==> config.mk <==
export PLATFORM = sky130hd
export DESIGN_NAME = multicycle_sequencer
export DESIGN_NICKNAME = d
export VERILOG_FILES = /design/src/rtl/multicycle_sequencer.sv
export SDC_FILE = /design/constraint.sdc
export NUM_CORES = 1
export LEC_CHECK = 0
export CAP_MARGIN = 20
export CELL_PAD_IN_SITES_DETAIL_PLACEMENT = 0
export CELL_PAD_IN_SITES_GLOBAL_PLACEMENT = 2
export CORE_MARGIN = 1
export CORE_UTILIZATION = 30
export CTS_CLUSTER_DIAMETER = 100
export DETAILED_ROUTE_END_ITERATION = 6
export PLACE_DENSITY = 0.83
export SLEW_MARGIN = 25
export SYNTH_ARGS = -nofsm -noshare
export SYNTH_HDL_FRONTEND = slang
export SYNTH_SLANG_ARGS = --single-unit
==> constraint.sdc <==
create_clock -name clk -period 4.2 [get_ports clk]
set_input_delay 0.42 -clock clk [delete_from_list [all_inputs] [get_ports clk]]
set_output_delay 0.42 -clock clk [all_outputs]
set_load 0.02 [all_outputs]
==> src/rtl/multicycle_sequencer.sv <==
// Multi-cycle instruction sequencer for the 16-bit core.
// Owns PC, IR and the retired-instruction counter. It steps the core through
// FETCH/DECODE/EXEC/MEM/WB, using req/ack handshakes to the instruction and
// data memories. It supports free-run, single-step, halt and bus timeout.
// The optional breakpoint stop is built when SEQ_BREAKPOINT_EN is defined.
module multicycle_sequencer #(
  parameter int INSTR_W = 16,
  parameter int PC_W    = 9,
  parameter int CNT_W   = 16,
  parameter int TIMEOUT = 15
) (
  input  logic               clk,
  input  logic               reset_n,
  input  logic               run,
  input  logic               step,
  output logic               imem_req,
  output logic [PC_W-1:0]    imem_addr,
  input  logic               imem_ack,
  input  logic [INSTR_W-1:0] imem_rdata,
  output logic [INSTR_W-1:0] instr,
  output logic [PC_W-1:0]    pc,
  input  logic               dec_mem_rd,
  input  logic               dec_mem_wr,
  input  logic               dec_reg_wr,
  input  logic               dec_halt,
  input  logic               take_branch,
  input  logic [PC_W-1:0]    offset,
  output logic               dmem_req,
  output logic               dmem_we,
  input  logic               dmem_ack,
  output logic               reg_we,
  output logic [2:0]         state,
  output logic               halted,
  output logic               bus_err,
  output logic [CNT_W-1:0]   retired
`ifdef SEQ_BREAKPOINT_EN
  ,
  input  logic               bp_en,
  input  logic [PC_W-1:0]    bp_addr,
  output logic               bp_hit
`endif
);

  typedef enum logic [2:0] {
    S_IDLE   = 3'd0,
    S_FETCH  = 3'd1,
    S_DECODE = 3'd2,
    S_EXEC   = 3'd3,
    S_MEM    = 3'd4,
    S_WB     = 3'd5,
    S_HALT   = 3'd6,
    S_ERR    = 3'd7
  } state_e;

  localparam int WAIT_W = (TIMEOUT > 1) ? $clog2(TIMEOUT + 1) : 1;

  state_e             state_q, state_d;
  logic [PC_W-1:0]    pc_q, pc_d, pc_next;
  logic [INSTR_W-1:0] instr_q, instr_d;
  logic               br_q, br_d;
  logic [CNT_W-1:0]   retired_q, retired_d;
  logic [WAIT_W-1:0]  wait_q, wait_d;
  logic               step_prev_q;
  logic               step_edge;
  logic               go;
  logic               timeout_hit;
  logic               bp_stop;

  // Saturating increment for the retired counter.
  function automatic logic [CNT_W-1:0] sat_inc(input logic [CNT_W-1:0] v);
    return (&v) ? v : v + CNT_W'(1);
  endfunction

  // Next PC: a signed branch offset or +1. The result wraps modulo 2^PC_W.
  function automatic logic [PC_W-1:0] pc_advance(input logic [PC_W-1:0] p,
                                                 input logic br,
                                                 input logic signed [PC_W-1:0] off);
    return br ? (p + $unsigned(off)) : (p + PC_W'(1));
  endfunction

  assign step_edge   = step & ~step_prev_q;
  assign pc_next     = pc_advance(pc_q, br_q, offset);
  assign timeout_hit = (TIMEOUT != 0) && (wait_q == WAIT_W'(TIMEOUT - 1));

`ifdef SEQ_BREAKPOINT_EN
  logic run_prev_q;
  logic bp_hit_q, bp_hit_d;

  // After a breakpoint stop, IDLE needs a fresh run edge or a step edge to leave.
  assign bp_stop = bp_en && (pc_next == bp_addr);
  assign go      = bp_hit_q ? ((run & ~run_prev_q) | step_edge) : (run | step_edge);
  assign bp_hit  = bp_hit_q;

  // Breakpoint flag: set on a WB stop and cleared when IDLE is left.
  always_comb begin
    bp_hit_d = bp_hit_q;
    if (state_q == S_WB && bp_stop)
      bp_hit_d = 1'b1;
    else if (state_q == S_IDLE && go)
      bp_hit_d = 1'b0;
  end

  // Run level history and the breakpoint flag register.
  always_ff @(posedge clk or negedge reset_n) begin
    if (!reset_n) begin
      run_prev_q <= 1'b0;
      bp_hit_q   <= 1'b0;
    end else begin
      run_prev_q <= run;
      bp_hit_q   <= bp_hit_d;
    end
  end
`else
  assign bp_stop = 1'b0;
  assign go      = run | step_edge;
`endif

  // State register, with step history for edge detection.
  always_ff @(posedge clk or negedge reset_n) begin
    if (!reset_n) begin
      state_q     <= S_IDLE;
      step_prev_q <= 1'b0;
    end else begin
      state_q     <= state_d;
      step_prev_q <= step;
    end
  end

  // Next-state logic. Any ack outside its request state falls through unused.
  always_comb begin
    state_d = state_q;
    unique case (state_q)
      S_IDLE:   if (go) state_d = S_FETCH;
      S_FETCH:  if (imem_ack) state_d = S_DECODE;
                else if (timeout_hit) state_d = S_ERR;
      S_DECODE: state_d = S_EXEC;
      S_EXEC:   if (dec_halt) state_d = S_HALT;
                else if (dec_mem_rd || dec_mem_wr) state_d = S_MEM;
                else state_d = S_WB;
      S_MEM:    if (dmem_ack) state_d = S_WB;
                else if (timeout_hit) state_d = S_ERR;
      S_WB:     if (bp_stop) state_d = S_IDLE;
                else if (run) state_d = S_FETCH;
                else state_d = S_IDLE;
      S_HALT:   state_d = S_HALT;
      S_ERR:    state_d = S_ERR;
      default:  state_d = S_IDLE;
    endcase
  end

  // Wait counter: counts cycles in a request state and restarts on every state entry.
  always_comb begin
    wait_d = '0;
    if ((state_q == S_FETCH || state_q == S_MEM) && (state_d == state_q))
      wait_d = wait_q + WAIT_W'(1);
  end

  // Next values for PC, IR, the sampled branch decision and the retired counter.
  always_comb begin
    pc_d      = pc_q;
    instr_d   = instr_q;
    br_d      = br_q;
    retired_d = retired_q;
    if (state_q == S_FETCH && imem_ack)
      instr_d = imem_rdata;
    if (state_q == S_EXEC)
      br_d = take_branch;
    if (state_q == S_WB) begin
      pc_d      = pc_next;
      retired_d = sat_inc(retired_q);
    end
  end

  // Datapath registers.
  always_ff @(posedge clk or negedge reset_n) begin
    if (!reset_n) begin
      pc_q      <= '0;
      instr_q   <= '0;
      br_q      <= 1'b0;
      retired_q <= '0;
      wait_q    <= '0;
    end else begin
      pc_q      <= pc_d;
      instr_q   <= instr_d;
      br_q      <= br_d;
      retired_q <= retired_d;
      wait_q    <= wait_d;
    end
  end

  // Output decode from the current state.
  always_comb begin
    imem_req = (state_q == S_FETCH);
    dmem_req = (state_q == S_MEM);
    dmem_we  = (state_q == S_MEM) && dec_mem_wr;
    reg_we   = (state_q == S_WB) && dec_reg_wr;
    halted   = (state_q == S_HALT);
    bus_err  = (state_q == S_ERR);
  end

  assign state     = state_q;
  assign pc        = pc_q;
  assign imem_addr = pc_q;
  assign instr     = instr_q;
  assign retired   = retired_q;

endmodule

## After elaboration in Yosys (flattened, before gate mapping)

Index checks and enable logic that the tools add are counted.
Widths: inputs -> output; s select.

| storage, ports and cells | value |
|---|---|
| register bits | 50 |
| bits in latches | 0 |
| RAM bits | 0 |
| ROM bits | 0 |
| output and inout port bits | 59 |
| logic and storage cells | 43 |
| memories | 0 |

| operators by class | value |
|---|---|
| add/subtract/negate cells | 4 |
| $mul | 0 |
| div/mod/pow operators | 0 |
| $lt $le $gt $ge | 0 |
| equality and inequality tests | 9 |
| shift-type cells | 0 |
| muxes and demuxes | 10 |
| bitwise gates (word level) | 4 |
| reductions and logical operators | 9 |

Operator list:

| kind | count |
|---|---|
| $pmux 3 s8 | 1 |
| $add 16x1->16 const B | 1 |
| $reduce_and 16->1 | 1 |
| $eq 3x3->1 const B | 4 |
| $mux 3 | 4 |
| $add 9x1->9 const B | 1 |
| $add 9x9->9 | 1 |
| $mux 9 | 1 |
| $eq 3x2->1 const B | 2 |
| $add 4x1->4 const B | 1 |
| $eq 4x4->1 const B | 1 |
| $logic_and 1x1->1 | 4 |
| $mux 4 | 1 |
| $eq 3x1->1 const B | 1 |
| $eq 3x3->1 | 1 |
| $logic_not 3->1 | 1 |
| $logic_or 1x1->1 | 2 |
| $mux 1 | 2 |
| $mux 2 | 1 |
| $not 1->1 | 2 |
| $reduce_and 2->1 | 1 |
| $and 1x1->1 | 1 |
| $or 1x1->1 | 1 |

## Depth between registers and ports, before layout

Gate-level depths: netlist of the first run.

| logic depth | value |
|---|---|
| depth after elaboration | 8 |
| gate-level depth with buffers | 9 |

## Least setup slack after synthesis of the first run

OpenSTA, ideal clock, no wires.

| timing | value |
|---|---|
| path kind | register to register |
| start | reg state_q[0], in the netlist state[0] |
| end | reg instr_q[10], in the netlist instr[10] |
| setup time | 125 ps |
| data arrival time | 1957 ps |
| required time | 4075 ps |
| setup slack | 2118 ps |
| stages on the path, launching flop included | 7 |
| path buffers | 2 |
| path through | dfrtp_1 > inv_1 > nor3_1 > and2_1 > buf_4 > buf_6 > mux2_2 |

| on the way | value |
|---|---|
| cells in the longest elaborated chain, start to end | 2 |

Ends and longest elaborated chain:

| item | line | RTL |
|---|---|---|
| from (decl) | 57 | `state_e state_q, state_d;` |
| from (signal assigned) | 124 | `state_q <= state_d;` |
| $eq 3x1->1 | - |  |
| named net imem_req | 16 | `output logic imem_req,` |
| $logic_and 1x1->1 | 164 | `if (state_q == S_FETCH && imem_ack)` |
| to (signal assigned) | 184 | `instr_q <= instr_d;` |
| to (decl) | 59 | `logic [INSTR_W-1:0] instr_q, instr_d;` |

The timed path passes the listed nets, and every way through them passes these cells.
A chain may end at the register's enable or synchronous reset.

## Worst setup path after layout of the first run

| timing | value |
|---|---|
| start | reg state_q[1], in the netlist state[1] |
| end | out reg_we |

| on the way | value |
|---|---|
| cells in the longest elaborated chain, start to end | 2 |

Ends and longest elaborated chain:

| item | line | RTL |
|---|---|---|
| $eq 3x3->1 | 196 | `reg_we = (state_q == S_WB) && dec_reg_wr;` |
| $logic_and 1x1->1 | 196 |  |
| to (decl) | 31 | `output logic reg_we,` |

No other way between the ends.

==> reports/qor.yml, run 1 <==
floorplan.initialDensity: 0.316
die_x_um: 98.8
numPortBuffers: 94
setup_viol: 0
use_met1: 0.182
synth_warnings: 0
pwr-share-comb: 0.540
p_sw_w: 0.00101
rsz0062_at_grt: "no"
worst_ep_arrival_time_ns: 2.13
vias: 2257
period_needed_ns: 2.55
yosys.area.top_type_share: 0.445
detail_route.first_pass.iterations: 4
cts_buffers: 5
ctsHoldBuffers: 0
grt-busiest-layer: "met2"
cts_sinks: 50
final_area_sq_um: 3860
power_density_nw_per_um2: 631
grt_use_met2: 0.222
wl_per_cell_um: 13.8
syn_area_sq_um: 2810
drt_iter0_drc: 36
finalHoldViolCount: 0
drc: 0
via_per_inst: 4.92
drv_slew: 0
max_slew.worst_pin.slew_ns: 0.709
criticalPathCategory: "flip-flop to output pin"
gp_congestion: 0.749
met3_usage: 0.0362
required_ns: 3.78
finalNetCount: 398
clock_power_share: 0.122
insertion_delay_ns: 0.30
fmax_mhz: 393
maxCapViolations: 0
synth_top_area_cell: "dfrtp_1"
skew_ns: 0.00814
core_area_sq_um: 8890
crit_fanout: 17
rows: 34
synth_ff_type: "dfrtp_1"
synthArstFlopShare: 1.00
diodes: 0
die_y_um: 98.8
grt_pass1_vias: 2314
hold_class: "input port to asynchronous set/reset pin"
yosys.cell_count.top_type: "dfrtp_1"
setup-tns-final_ns: 0
synth_area_leaders: "dfrtp_1 (45%), mux2_2 (7.2%), ha_1 (4.9%)"
die_area_sq_um: 9760
grt.total_usage: 0.137
p_int_w: 0.00143
status: "completed"
grt_max_degree: 51
io-pin-count: 95
postCtsSetupBuffers: 0
final_util: 0.434
clk_pin_slew_ns: 0.09
hpwl_um: 4610
fin_hold_ws_ns: 0.223
critPathCaptureType: "output pin"
synth_edf_count: 0
ys_seq_area_frac: 0.445
ir_drop_mv: 0.277
start_kind: "flip-flop"
cts-resized-gates: 0
grt_pass1_wl_um: 10800
synth.net_count: 312
switching_share: 0.414
p_seq_frac: 0.339
fin_crit_sh: 0.606
slew_headroom: 0.527
cts_tree: "built"
syn_avg_cell_area_sq_um: 10.6
ys_types: 54
clockBufferDepth: 2
ys_top_cells_by_count: "dfrtp_1 (50), nand2_1 (20), mux2_2 (18), and2_1 (15), o21ai_0 (13)"
leakage_nw: 1.63
grt_antenna_before_repair: 0
drive_gt1_frac: 0.114
final_antenna_net_count: 0
synth_cells: 264
cts-htree-levels: 2
grt_overflow: 0
place_area_sq_um: 3760
finalPower_w: 0.00244
finalWirelength_um: 6310
clockRootBuffer: "clkbuf_8"
area_delta_synth_final_pct: 37.2
synth_seq_cells: 50
## path summary, 6_finish.rpt
check                      cells after the start                  from                        to  slack, ns
max                                            3    state[1]$_DFF_PN0_                    reg_we       1.65
min                                            2               reset_n        state[1]$_DFF_PN0_       0.22
max reg2reg                                    9      br_q$_DFFE_PN0P_  imem_addr[8]$_DFFE_PN0N_       1.98
min reg2reg                                    1  instr[0]$_DFFE_PN0P_      instr[0]$_DFFE_PN0P_       0.51
max in group asynchronous                      2               reset_n  imem_addr[4]$_DFFE_PN0N_       3.53
min in group clk                               1  instr[0]$_DFFE_PN0P_      instr[0]$_DFFE_PN0P_       0.51
## per-stage QoR
stage          worst slack [ns]  cells
2_1_floorplan              2.12    264
3_3_place_gp               1.69    451
3_5_place_dp               1.66    451
4_1_cts                    1.63    459
5_1_grt                    1.55    459
6_report                   1.65    459
## registers in the layout, indices dropped and copies added, names as in the netlist
register / count
step_prev_q: 1
br_q: 1
instr: 16
retired: 16
state: 3
imem_addr: 9
wait_q: 4
## layer usage
layer	wire length, um	vias up	part of all wire
li1	-	1100	-
met1	2960	1097	0.47
met4	58	0	0.0092
met2	2960	56	0.47
met5	0	-	0
met3	331	4	0.052
## cells in the final DEF, fill, tap and decap left out, drive strengths merged, types with 2 or more instances in the layout
| cell type | n |
|---|---|
| o22ai | 2 |
| nand2 | 20 |
| ha | 11 |
| nand2b | 2 |
| and4 | 3 |
| nor4 | 2 |
| mux2 | 19 |
| buf | 2 |
| inv | 13 |
| a211oi | 2 |
| o31a | 2 |
| o21ai | 13 |
| and3 | 4 |
| or3 | 2 |
| xor2 | 11 |
| nor2b | 4 |
| a31oi | 4 |
| dfrtp | 50 |
| nand3 | 6 |
| a2bb2oi | 2 |
| xnor2 | 4 |
| clkdlybuf4s50 | 93 |
| and2 | 15 |
| clkbuf | 5 |
| o21a | 3 |
| and2b | 3 |
| nand4 | 5 |
| a21oi | 11 |
| nor2 | 10 |
| o31ai | 2 |
| nor3 | 10 |
## worst max-delay path, stage by stage (launching register included)
cell and delay (ns):
dfrtp_1 0.56, and3b_4 0.52, and2_1 0.15, clkdlybuf4s50_1 0.59
## logic make-up (layout without fill, tap and decap cells)
logic type / count (synthesis) / in the layout / share of synthesized area
mux: 19 / 19 / 0.0774
buf+inv: 28 / 115 / 0.0605
simple gates: 89 / 89 / 0.194
xor+xnor: 15 / 15 / 0.0467
flops: 50 / 50 / 0.445
fa+ha+maj: 12 / 12 / 0.0561
compound gates: 51 / 51 / 0.120
## power groups by stage
stage	Combinational [W]	Sequential [W]	Clock [W]
detailed placement	0.00132	0.000843	0
global placement	0.00132	0.000837	0
CTS	0.00133	0.000833	0.000316
floorplan	0.000689	0.000961	0
global route	0.00143	0.000863	0.000337
finish	0.00131	0.000825	0.000297
## layout make-up
type / instances / area (sq um)
fillers: 889 / 5030
flip-flops and latches: 50 / 1250
well taps: 108 / 135
clock buffers: 5 / 68.8
multi-input cells: 186 / 1390
repair buffers: 95 / 943
clock inverters: 3 / 25.0
inverters: 12 / 45.0
(Power assumes the default switching activity.)
==> run 2, diff against run 1 <==
Settings changed: CORE_UTILIZATION 30 to 28, PLACE_DENSITY 0.83 to 0.78.
Clock period 4.2 ns to 2.4 ns, I/O delays scaled along.
==> run 2 against run 1 <==
Non-clock buffer count up 6. Setup slack worse by 1.4 ns. Sequential power up 68%. Register-to-register slack worse by 1.7 ns. Sequential share of layout area down 0.64 points. Clock skew down 0.0031 ns. Clock-buffer cell count unchanged. Highest routed layer unchanged.
==> reports/qor.yml, run 2 (same netlist as run 1, synthesis figures left out) <==
status: "completed"
grt_antenna_before_repair: 0  # unchanged
final_antenna_net_count: 0  # unchanged
layoutNonFillerInstCount: 490  # +6.8%
critPathBufInv: 1  # unchanged
cpPeakStageDelay_ns: 0.60  # about the same
crit_chain: "and3b_4 > and2_1 > clkdlybuf4s50_1"
insertion_delay_ns: 0.30  # about the same
finalWirelength_um: 6550  # +3.8%
grt_pass1_vias: 2238  # -3.3%
placed_cells: 482  # +6.9%
clockRootBuffer: "clkbuf_8"
r2r_setup_slack_ns: 0.25  # -1.73 ns
floorplan.initialDensity: 0.288  # -0.0286
required_ns: 2.16  # -1.62 ns
postCtsSetupBuffers: 0  # unchanged
criticalPathCategory: "flip-flop to output pin"
p_seq_frac: 0.320  # -0.019
skew_ns: 0.00505  # -0.00309 ns
grt_pass1_wl_um: 10800  # about the same
core_area_sq_um: 9770  # +9.9%
drc: 0  # unchanged
finalNetCount: 404  # +1.5%
rows: 36  # +5.9%
ir_drop_mv: 0.481  # +73%
max_slew.worst_pin.slew_ns: 0.636  # -0.0733 ns
wl_per_cell_um: 13.4  # -2.8%
fin_ws_ns: 0.241  # -1.41 ns
fmax_mhz: 463
preCtsSetupSlack_ns: 0.0390  # -1.62 ns
crit_family: "buffers and inverters"
period_needed_ns: 2.16
mostFrequentLayoutCells: "clkdlybuf4s50_1 (93), dfrtp_1 (49), nand2_1 (20)"
nFillCells: 1000  # +12%
drv_slew: 0  # unchanged
pwr-share-comb: 0.557  # +0.017
place_area_sq_um: 3840  # +2.0%
area_delta_synth_final_pct: 40.1
clk_pin_slew_ns: 0.10  # about the same
power_density_nw_per_um2: 1100  # +75%
p_int_w: 0.00256  # +79%
fin_crit_sh: 0.900
start_kind: "flip-flop"
switching_share: 0.410  # -0.00367
ctsHoldBuffers: 0  # unchanged
die_x_um: 102  # +3.4%
grt.total_usage: 0.131  # -0.00650
grt_overflow: 0  # unchanged
hold_class: "input port to asynchronous set/reset pin"
final_area_sq_um: 3940  # +2.1%
cts_buffers: 5  # unchanged
clockBufferDepth: 2  # unchanged
gp_congestion: 0.763  # +2.0%
die_y_um: 102  # +3.4%
drt_iter0_drc: 46  # +28%
worst_ep_arrival_time_ns: 1.92  # -0.21 ns
via_per_inst: 4.58  # -6.8%
layout_commonest_cell: "clkdlybuf4s50_1"
diodes: 0  # unchanged
finalHoldViolCount: 0  # unchanged
die_area_sq_um: 10400  # +7.0%
critPathCaptureType: "output pin"
detail_route.first_pass.iterations: 4  # unchanged
grt_max_degree: 51  # unchanged
io-pin-count: 95  # unchanged
cts-htree-levels: 2  # unchanged
numPortBuffers: 94  # unchanged
hpwl_um: 4780  # +3.7%
maxCapViolations: 0  # unchanged
slowest_stage: "clkdlybuf4s50_1"
drive_gt1_frac: 0.132  # +0.0177
vias: 2245  # -0.53%
crit_fanout: 12  # -5
cts_tree: "built"
fin_hold_ws_ns: 0.0393  # -0.184 ns
setup_viol: 0  # unchanged
slew_headroom: 0.565  # +0.0379
rsz0062_at_grt: "no"
clock_power_share: 0.122  # about the same
p_sw_w: 0.00178  # +77%
cts_sinks: 50  # unchanged
setup-tns-final_ns: 0  # unchanged
leakage_nw: 1.67  # +2.0%
## run 2: what timing repair did
action	CTS	global route
endpoints found under the setup margin	0	1
resized for setup	0	1
endpoints found under the hold margin	0	0
## run 2: power groups by stage
stage / Sequential, W / Clock [W] / Combinational [W]
floorplan: 0.00168 / 0 / 0.00121
global placement: 0.00140 / 0 / 0.00243
detailed placement: 0.00141 / 0 / 0.00244
CTS: 0.00140 / 0.000571 / 0.00245
global route: 0.00144 / 0.000597 / 0.00266
finish: 0.00139 / 0.000531 / 0.00242
## run 2: per-stage QoR
step	util	total power, W
after global placement	0.393	0.00383
after CTS	0.403	0.00441
after detailed placement	0.393	0.00385
final	0.403	0.00434
after floorplan	-	0.00289
after global routing	0.403	0.00470
## run 2: path summary, 6_finish.rpt
path                                      start                  endpoint  cells after the start
setup / recovery             state[2]$_DFF_PN0_                    reg_we                      3
max in group asynchronous               reset_n        state[2]$_DFF_PN0_                      2
setup reg to reg               br_q$_DFFE_PN0P_  imem_addr[8]$_DFFE_PN0N_                      9
hold / removal                          reset_n     step_prev_q$_DFF_PN0_                      2
min in group clk                           step     step_prev_q$_DFF_PN0_                      1
hold reg to reg            instr[7]$_DFFE_PN0P_      instr[7]$_DFFE_PN0P_                      1
## run 2: layer usage
| layer | part of all wire | track usage | routed length (um) | up-vias |
|---|---|---|---|---|
| met1 | 0.49 | 0.185 | 3210 | 1071 |
| met2 | 0.46 | 0.205 | 2980 | 60 |
| met4 | 0.0067 | 0.0330 | 44 | 0 |
| li1 | - | - | - | 1110 |
| met5 | 0 | 0 | 0 | - |
| met3 | 0.048 | 0.0260 | 314 | 4 |
## run 2: area by class of cell
class | count | area [sq um] | area share
clock buffers | 5 | 68.8 | 0.0175
flip-flops and latches | 50 | 1250 | 0.318
inverters | 12 | 45.0 | 0.0114
well taps | 133 | 166 | 0.0422
clock inverters | 3 | 28.8 | 0.00730
multi-input cells | 186 | 1390 | 0.353
repair buffers | 101 | 988 | 0.251
## run 2: worst register-to-register path, stage by stage (launching register included)
cell and delay (ns):
dfrtp_1 0.49, nand2b_1 0.12, ha_1 0.17, inv_1 0.05
fa_1 0.39, nor2b_1 0.16, o31a_1 0.24, o2111ai_1 0.15
o31ai_1 0.09, o221ai_1 0.17
==> run 3, diff against run 2 <==
==> constraint.sdc (replaced) <==
create_clock -name clk -period 2.4 [get_ports clk]
set_input_delay 0.6 -clock clk [delete_from_list [all_inputs] [get_ports clk]]
set_output_delay 0.6 -clock clk [all_outputs]
set_load 0.02 [all_outputs]
==> run 3 against run 2 <==
Clock skew rose by 0.0045 ns. Largest power group unchanged. Register-to-register slack improved by 0.02 ns. Clock power rose by 0.8%. Design area rose by 3.7%. Wire length rose by 2.1%. Cell count rose by 2.4%. Non-clock buffer count rose by 12. Critical path depth rose by 8.
==> reports/qor.yml, run 3 (same netlist as run 1, synthesis figures left out) <==
preCtsSetupSlack_ns: -0.313  # -0.352 ns
finalNetCount: 416  # +3.0%
slowest_stage: "clkdlybuf4s50_1"
die_x_um: 102  # unchanged
finalHoldViolCount: 0  # unchanged
crit_chain: "clkdlybuf4s50_1 > nand2b_4 > ha_4 > inv_1 > fa_2 > nor2b_2 > o31a_1 > buf_4 > o22ai_2 > nand2_1 > o221ai_1"
floorplan.initialDensity: 0.288  # unchanged
critPathBufInv: 3  # +2
placed_cells: 493  # +2.3%
hpwl_um: 4970  # +3.9%
clk_pin_slew_ns: 0.10  # about the same
pwr-share-comb: 0.571  # +0.014
layout_commonest_cell: "clkdlybuf4s50_1"
wl_per_cell_um: 13.3  # -0.32%
wl_met3_um: 369  # +18%
grt_overflow: 0  # unchanged
ctsHoldBuffers: 0  # unchanged
p_seq_frac: 0.311  # -0.009
p_sw_w: 0.00184  # +3.5%
worst_ep_arrival_time_ns: 2.51  # +0.59 ns
slew_headroom: 0.623  # +0.0583
mostFrequentLayoutCells: "clkdlybuf4s50_1 (87), dfrtp_1 (49), nand2_1 (20)"
cpPeakStageDelay_ns: 0.46  # -0.14 ns
cts_tree: "built"
rsz0062_at_grt: "no"
clockBufferDepth: 2  # unchanged
crit_family: "buffers and inverters"
drv_slew: 0  # unchanged
status: "completed"
period_needed_ns: 2.33  # +0.174 ns
wl_met2_um: 3100  # +4.1%
r2r_setup_slack_ns: 0.27  # +0.02 ns
crit_fanout: 4  # -8
grt_pass1_wl_um: 11000  # +1.3%
hold_class: "input port to asynchronous set/reset pin"
finalWirelength_um: 6690  # +2.1%
setup_viol: 0  # unchanged
cts_buffers: 5  # unchanged
p_int_w: 0.00267  # +4.4%
critPathCaptureType: "flip-flop"
core_area_sq_um: 9770  # unchanged
drt_iter0_drc: 27  # -41%
cts-htree-levels: 2  # unchanged
rows: 36  # unchanged
fin_ws_ns: 0.0674  # -0.174 ns
skew_ns: 0.00954  # +0.00449 ns
cts_sinks: 50  # unchanged
die_y_um: 102  # unchanged
criticalPathCategory: "input port to flip-flop"
max_slew.worst_pin.slew_ns: 0.565  # -0.0711 ns
die_area_sq_um: 10400  # unchanged
detail_route.first_pass.iterations: 4  # unchanged
power_density_nw_per_um2: 1110  # +0.30%
insertion_delay_ns: 0.31  # about the same
grt_pass1_vias: 2294  # +2.5%
start_kind: "input port"
vias: 2334  # +4.0%
fmax_mhz: 429  # -7.4%
drc: 0  # unchanged
gp_congestion: 0.788  # +3.3%
drive_gt1_frac: 0.182  # +0.0499
grt_max_degree: 29  # -43%
grt.total_usage: 0.133  # +0.00235
numPortBuffers: 94  # unchanged
required_ns: 2.58  # +0.42 ns
final_antenna_net_count: 0  # unchanged
maxCapViolations: 0  # unchanged
io-pin-count: 95  # unchanged
clock_power_share: 0.118  # -0.004
via_per_inst: 4.65  # +1.5%
switching_share: 0.408  # -0.00203
leakage_nw: 1.79  # +7.4%
ir_drop_mv: 0.490  # +1.9%
nFillCells: 990  # -1.0%
fin_crit_sh: 0.972  # +0.0723
grt_antenna_before_repair: 0  # unchanged
met1_length_um: 3140  # -2.2%
clockRootBuffer: "clkbuf_8"
setup-tns-final_ns: 0  # unchanged
diodes: 0  # unchanged
highest_layer: "met4"
layoutNonFillerInstCount: 502  # +2.4%
area_delta_synth_final_pct: 45.3
## run 3: final cells by class
| cell class | instances | area, sq um | share of cell area |
|---|---|---|---|
| multi-input cells | 186 | 1440 | 0.352 |
| flip-flops and latches | 50 | 1250 | 0.306 |
| repair buffers | 113 | 1090 | 0.266 |
| well taps | 133 | 166 | 0.0407 |
| clock buffers | 5 | 68.8 | 0.0168 |
| inverters | 12 | 45.0 | 0.0110 |
| clock inverters | 3 | 28.8 | 0.00704 |
## run 3: through the flow
stage | hold slack, ns | area, sq um | utilization | total power, W
6_report | 0.271 | 4090 | 0.418 | 0.00452
5_1_grt | 0.297 | 4090 | 0.418 | 0.00487
4_1_cts | 0.292 | 4030 | 0.412 | 0.00453
3_5_place_dp | 0.494 | 3940 | 0.403 | 0.00397
3_3_place_gp | 0.489 | 3940 | 0.403 | 0.00395
2_1_floorplan | 0.304 | 2810 | - | 0.00289
## run 3: path summary, 6_finish.rpt
| path | to | from | cells past startpoint |
|---|---|---|---|
| worst max register to register | imem_addr[6]$_DFFE_PN0N_ | br_q$_DFFE_PN0P_ | 7 |
| worst min-delay path | step_prev_q$_DFF_PN0_ | reset_n | 1 |
| worst max-delay path | imem_addr[8]$_DFFE_PN0N_ | offset[0] | 11 |
| max in group asynchronous | imem_addr[5]$_DFFE_PN0N_ | reset_n | 2 |
| min in group clk | instr[11]$_DFFE_PN0P_ | instr[11]$_DFFE_PN0P_ | 1 |
| worst min register to register | instr[11]$_DFFE_PN0P_ | instr[11]$_DFFE_PN0P_ | 1 |
## run 3: worst register-to-register path: stages, from the launching register on
cell     delay [ns]
dfrtp_1        0.49
and2_1         0.20
ha_1           0.31
nor2b_2        0.17
o31a_1         0.29
o21a_1         0.20
o21a_1         0.18
o31ai_2        0.21
## run 3: power by group through the flow
| stage | clock, W | combinational [W] | sequential [W] |
|---|---|---|---|
| 3_3_place_gp | 0 | 0.00255 | 0.00140 |
| 4_1_cts | 0.000572 | 0.00255 | 0.00140 |
| 2_1_floorplan | 0 | 0.00121 | 0.00168 |
| 3_5_place_dp | 0 | 0.00255 | 0.00142 |
| 5_1_grt | 0.000605 | 0.00281 | 0.00145 |
| 6_report | 0.000535 | 0.00258 | 0.00140 |
## run 3: what timing repair did
action | CTS | global route
endpoints found under the hold margin | 0 | 0
endpoints found under the setup margin | 7 | 3
buffers inserted | 0 | 1
resized for setup | 7 | 10
pin swaps | 2 | 4
## run 3: metal layers
metal,track usage,up-vias
met3,0.0328,6
met5,0,-
met4,0.0352,0
met1,0.176,1120
met2,0.218,66
li1,-,1142
